<file path="src/rtl/ahb_rr_burst_arbiter.sv">
// Output-stage round-robin arbiter for one AHB slave port.
// Fixed-length bursts and locked sequences freeze the grant until they complete.
module ahb_rr_burst_arbiter #(
    parameter int NUM_PORTS = 4,
    parameter int PORT_W    = 2
) (
    input  logic                 HCLK,
    input  logic                 HRESETn,
    input  logic [NUM_PORTS-1:0] req_port,
    input  logic                 HREADYM,
    input  logic                 HSELM,
    input  logic [1:0]           HTRANSM,
    input  logic [2:0]           HBURSTM,
    input  logic                 HMASTLOCKM,
    output logic [PORT_W-1:0]    addr_in_port,
    output logic                 no_port,
    output logic                 burst_hold
);
    localparam logic [1:0] TRANS_IDLE   = 2'b00;
    localparam logic [1:0] TRANS_BUSY   = 2'b01;
    localparam logic [1:0] TRANS_NONSEQ = 2'b10;
    localparam logic [1:0] TRANS_SEQ    = 2'b11;
    localparam logic [PORT_W-1:0] LAST_IDX = PORT_W'(NUM_PORTS - 1);

    logic [4:0]        beat_cnt;
    logic [4:0]        cnt_nxt;
    logic [4:0]        burst_len;
    logic [PORT_W-1:0] last_grant;
    logic [PORT_W-1:0] winner;
    logic [PORT_W-1:0] idx;
    logic              found;
    logic              hold;

    always_comb begin
        case (HBURSTM)
            3'b010, 3'b011: burst_len = 5'd4;
            3'b100, 3'b101: burst_len = 5'd8;
            3'b110, 3'b111: burst_len = 5'd16;
            default:        burst_len = 5'd1;
        endcase
    end

    // Beats still owed by the burst once the current address phase is accepted.
    always_comb begin
        cnt_nxt = 5'd0;
        if (HSELM) begin
            case (HTRANSM)
                TRANS_NONSEQ: cnt_nxt = burst_len - 5'd1;
                TRANS_SEQ:    cnt_nxt = (beat_cnt != 5'd0) ? beat_cnt - 5'd1 : 5'd0;
                TRANS_BUSY:   cnt_nxt = beat_cnt;
                TRANS_IDLE:   cnt_nxt = 5'd0;
                default:      cnt_nxt = 5'd0;
            endcase
        end
        hold = HMASTLOCKM | (cnt_nxt != 5'd0);
    end

    // Walk from the port after the last winner; wrap by compare so that
    // non-power-of-two port counts never yield an out-of-range index.
    always_comb begin
        winner = last_grant;
        found  = 1'b0;
        idx    = last_grant;
        for (int k = 0; k < NUM_PORTS; k++) begin
            if (idx == LAST_IDX) idx = '0;
            else                 idx = idx + 1'b1;
            if (!found && req_port[idx]) begin
                winner = idx;
                found  = 1'b1;
            end
        end
    end

    always_ff @(posedge HCLK or negedge HRESETn) begin
        if (!HRESETn) begin
            addr_in_port <= '0;
            no_port      <= 1'b1;
            burst_hold   <= 1'b0;
            last_grant   <= LAST_IDX;
            beat_cnt     <= 5'd0;
        end else if (HREADYM) begin
            beat_cnt   <= cnt_nxt;
            burst_hold <= hold;
            if (!hold) begin
                if (found) begin
                    addr_in_port <= winner;
                    last_grant   <= winner;
                    no_port      <= 1'b0;
                end else begin
                    no_port <= ~HSELM;
                end
            end
        end
    end
endmodule
</file>
<file path="config.mk">
export PLATFORM = sky130hd
export DESIGN_NAME = ahb_rr_burst_arbiter
export DESIGN_NICKNAME = d
export VERILOG_FILES = /design/src/rtl/ahb_rr_burst_arbiter.sv
export SDC_FILE = /design/constraint.sdc
export NUM_CORES = 1
export LEC_CHECK = 0
export ABC_AREA = 1
export BUFFER_PORTS_ARGS = -buffer_cell sky130_fd_sc_hd__clkbuf_2
export CAP_MARGIN = 20
export CORE_ASPECT_RATIO = 1.25
export CORE_MARGIN = 3
export CORE_UTILIZATION = 25
export DETAILED_ROUTE_END_ITERATION = 7
export PLACE_DENSITY = 0.55
export SLEW_MARGIN = 30
export SYNTH_ARGS = -nofsm -noshare
export SYNTH_HDL_FRONTEND = slang
export SYNTH_SLANG_ARGS = --single-unit
</file>
<file path="constraint.sdc">
create_clock -name HCLK -period 1.6 [get_ports HCLK]
set_input_delay 0.08 -clock HCLK [delete_from_list [all_inputs] [get_ports HCLK]]
set_output_delay 0.08 -clock HCLK [all_outputs]
set_load 0.005 [all_outputs]
</file>
==> results by group <==
STA
  – Final worst path period share: 110.7%
  – Final Setup Violations: 5
  – Worst slew pin tran: 349.1 ps
  – Worst Hold Margin: 114.6 ps
  – Clock period minus final worst setup slack: 1771 ps
  – Hold Vio Cnt, Final: 0
  – Post-Route Setup TNS: -837.5 ps
  – Max-slew headroom at the worst pin: 76.72%
  – Worst clock skew: 4.658 ps
  – Final Max Tran Viols: 0
  – Worst setup slack after layout: -171.2 ps
  – Highest clock rate: 564.6 MHz
  – Unrepaired setup endpoints after global routing: true

Clock tree
  – Total CTS buffers: 3
  – Clock network latency to the later pin of the worst-skew pair: 240 ps
  – Clock sink count: 11
  – Clock tree from TritonCTS: yes
  – Buffer cell driving the clock tree root: sky130_fd_sc_hd__clkbuf_8
  – H-Tree Depth: 1
  – Clock transition at path regs: ~50 ps
  – Number of buffers on the longest clock path: 2

Floorplan
  – Die height: roughly 80 µm
  – Cell Rows: 25
  – Area of the die: roughly 5000 µm²
  – Die Span X: ~64 µm
  – Starting Density: 26.78%
  – Core box area: 3910 µm²
  – Count of pins on the block boundary: 18

Critical path
  – Kind of start point of the critical path: flip-flop
  – Peak per-stage delay on the critical path: 580 ps
  – Critical path arrival: 1950 ps
  – Cell chain of the critical path: ha_4 > inv_6 > nand2_4 > nand3_4 > nand2_4 > nor2_8 > nand2_2 > nor2_4 > nand3b_4 > nand2_1 > nand2_1
  – Req. time, crit path: 1780 ps
  – Crit path max-delay cell type: sky130_fd_sc_hd__dfstp_2
  – Worst reg2reg setup slack: -170 ps
  – Family with the most delay on the worst path: simple AND/OR/NAND/NOR gates
  – Largest fanout on the critical path: 5
  – Type of the worst setup path: flip-flop to flip-flop
  – Count of buffering cells on the critical path with inverters included: 1
  – Endpoint kind of the worst setup timing path: flip-flop

GRT
  – Number of global-route vias before repair: a little under 1000
  – Antenna violations before repair: 0
  – Overflow left after global routing: 0
  – Largest net degree at the start of global routing: 12
  – Wire length of the first global-routing pass: roughly 4300 µm
  – Tot GR Track Use: a little over a tenth

Synth
  – Number of flops mapped to enable cells by yosys: 0
  – Number of cells produced by synthesis: 152
  – Number of distinct library cells after synthesis: 32
  – Proportion of synthesized flip-flops having asynchronous set or reset: 100.0%
  – Total number of yosys warnings: 0
  – Mean area per synthesized cell: 6.890 µm²
  – Most common flop cell mapped by yosys: sky130_fd_sc_hd__dfrtp_1
  – Combined area of all synthesized cells: 1047 µm²
  – Number of flip-flops and latches in the synthesized netlist: 11
  – Post-Syn Nets: 168
  – Sequential area share after synthesis: a little over a quarter

Placed design
  – Number of placed instances with taps included: 238
  – Instance area after placement: 1326 µm²
  – Worst Setup Slack post-DPL: -192.9 ps
  – Port bufs: 16
  – Weighted congestion at the end of routability-driven global placement: approximately 0.9
  – HPWL reported at the end of detailed placement: between 1500 and 2000 µm

Layout
  – Most frequent cells in the layout: sky130_fd_sc_hd__nand2_1 (48), sky130_fd_sc_hd__buf_4 (21), sky130_fd_sc_hd__clkbuf_2 (16)
  – Fin nets: about 210
  – Most common cell after layout, fill and taps aside: sky130_fd_sc_hd__nand2_1
  – Synth-to-Final Area Change: 43.37%
  – N_diodes: 0
  – Count of fill cells added during filler insertion: 412
  – Post-Route Utilization: 38.40%
  – Area taken by multi-input logic gates: 737.0 µm²
  – Footprint of the flip-flops and latches: 279.0 µm²
  – Fraction of final layout cells with drive strength greater than 1: 44.10%
  – Final instance area: 1501 µm²
  – Fin cells: roughly 250

Flow run
  – Count of max-cap constraint violations: 0

Pwr
  – Sequential group share of total power: 15.6%
  – Clock group share of total power: 10.3%
  – Lkg Pwr: between 0.7 and 0.8 nW
  – Net switching share of the total power: 46.48%
  – Worst supply voltage drop on vdd: 497.1 µV
  – Internal power: approximately 1.5 mW
  – Power per cell area: 1822 nW/µm²
  – Switching power summed over all nets: 1.272 mW
  – Total power consumption of the routed design: 2.736 mW
  – Combinational share of power: 74.1%

Routing
  – # DRC: 0
  – Initial detailed-routing violation count: 38
  – Average wire per standard cell: between 10 and 15 µm
  – Drt pass-1 iters: 4
  – Routed via count divided by cell count: 4.205
  – Count of vias placed by the detailed router: 1047
  – Antenna viol nets, final: 0
  – Total routed wirelength: 2522 µm

Run status
  – Violations in the final reports: negative setup slack
  – Run status: finished with violations

Worst hold path
  – Type of the most critical hold path: primary input to flip-flop
-- cell families after synthesis --
kind of cell	synth area share, %
AND/OR/NAND/NOR	47.79
buffers and inverters	10.39
AO/OA/AOI/OAI	11.95
flip-flops	26.64
adder cells (fa/ha/maj)	2.389
XOR/XNOR	0.8365
-- area by class of cell --
type / count / share of cell area, %
clock buffers: 4 / 3.000
flip-flops and latches: 11 / 18.58
well taps: 54 / 4.500
inverters: 25 / 6.833
multi-input cells: 115 / 49.08
repair buffers: 40 / 18.00
-- tightest hold or removal path: stages --
cell and delay (ps):
sky130_fd_sc_hd__clkbuf_2 110, sky130_fd_sc_hd__inv_1 50, sky130_fd_sc_hd__nand2_1 60, sky130_fd_sc_hd__o21ai_1 50
-- power groups by stage --
stage / registers [mW] / clock network (mW) / logic, mW
floorplan: 0.422 / 0 / 1.22
global placement: 0.431 / 0 / 1.73
detailed placement: 0.430 / 0 / 1.70
CTS: 0.425 / 0.294 / 1.84
global route: 0.439 / 0.310 / 2.25
finish: 0.426 / 0.282 / 2.03
-- flip-flops by register name, indices dropped and copies added, names as in the netlist --
register	flops
addr_in_port	2
burst_hold	1
beat_cnt	5
last_grant	2
no_port	1
-- cells in the mapped netlist (2+ instances only) --
cell                       n  area share (%)
sky130_fd_sc_hd__nand3_2   4             3.8
sky130_fd_sc_hd__nand2_1  51              18
sky130_fd_sc_hd__dfrtp_1   8              19
sky130_fd_sc_hd__o21ai_0   6             2.9
sky130_fd_sc_hd__inv_2     5             1.8
sky130_fd_sc_hd__and2_1    2             1.2
sky130_fd_sc_hd__nor2_4    4             4.3
sky130_fd_sc_hd__dfstp_2   3             7.5
sky130_fd_sc_hd__nand3_1  13             6.2
sky130_fd_sc_hd__o21ai_1   6             2.9
sky130_fd_sc_hd__a21oi_1   2            0.96
sky130_fd_sc_hd__nor2_2    2             1.2
sky130_fd_sc_hd__nor2_1    2            0.72
sky130_fd_sc_hd__ha_1      2             2.4
sky130_fd_sc_hd__inv_1    17             6.1
sky130_fd_sc_hd__nand2_4   2             2.2
sky130_fd_sc_hd__nand2_2   8             4.8
-- path summary, 6_finish.rpt --
kind                                from              end  cells past startpoint
max                        last_grant[0]  addr_in_port[0]                     11
min reg2reg                      no_port          no_port                      2
max reg2reg                last_grant[0]  addr_in_port[0]                     11
max in group asynchronous        HRESETn    last_grant[0]                      2
min in group asynchronous        HRESETn      beat_cnt[2]                      2
min                                HSELM          no_port                      4
-- per-layer routing --
metal | wire [µm] | global-route usage, %
met3 | 64 | 1.717
met5 | 0 | 0
met4 | 45 | 5.832
met1 | 1122 | 13.78
met2 | 1290 | 17.27
-- timing repair --
| action | CTS | global route |
|---|---|---|
| gates resized for setup | 7 | 11 |
| pin swaps | 3 | 3 |
| hold endpoints to repair | 11 | 0 |
| buffers inserted | 2 | 4 |
| hold buffers | 1 | 0 |
| setup endpoints to repair | 6 | 6 |
(Power assumes the default switching activity.)
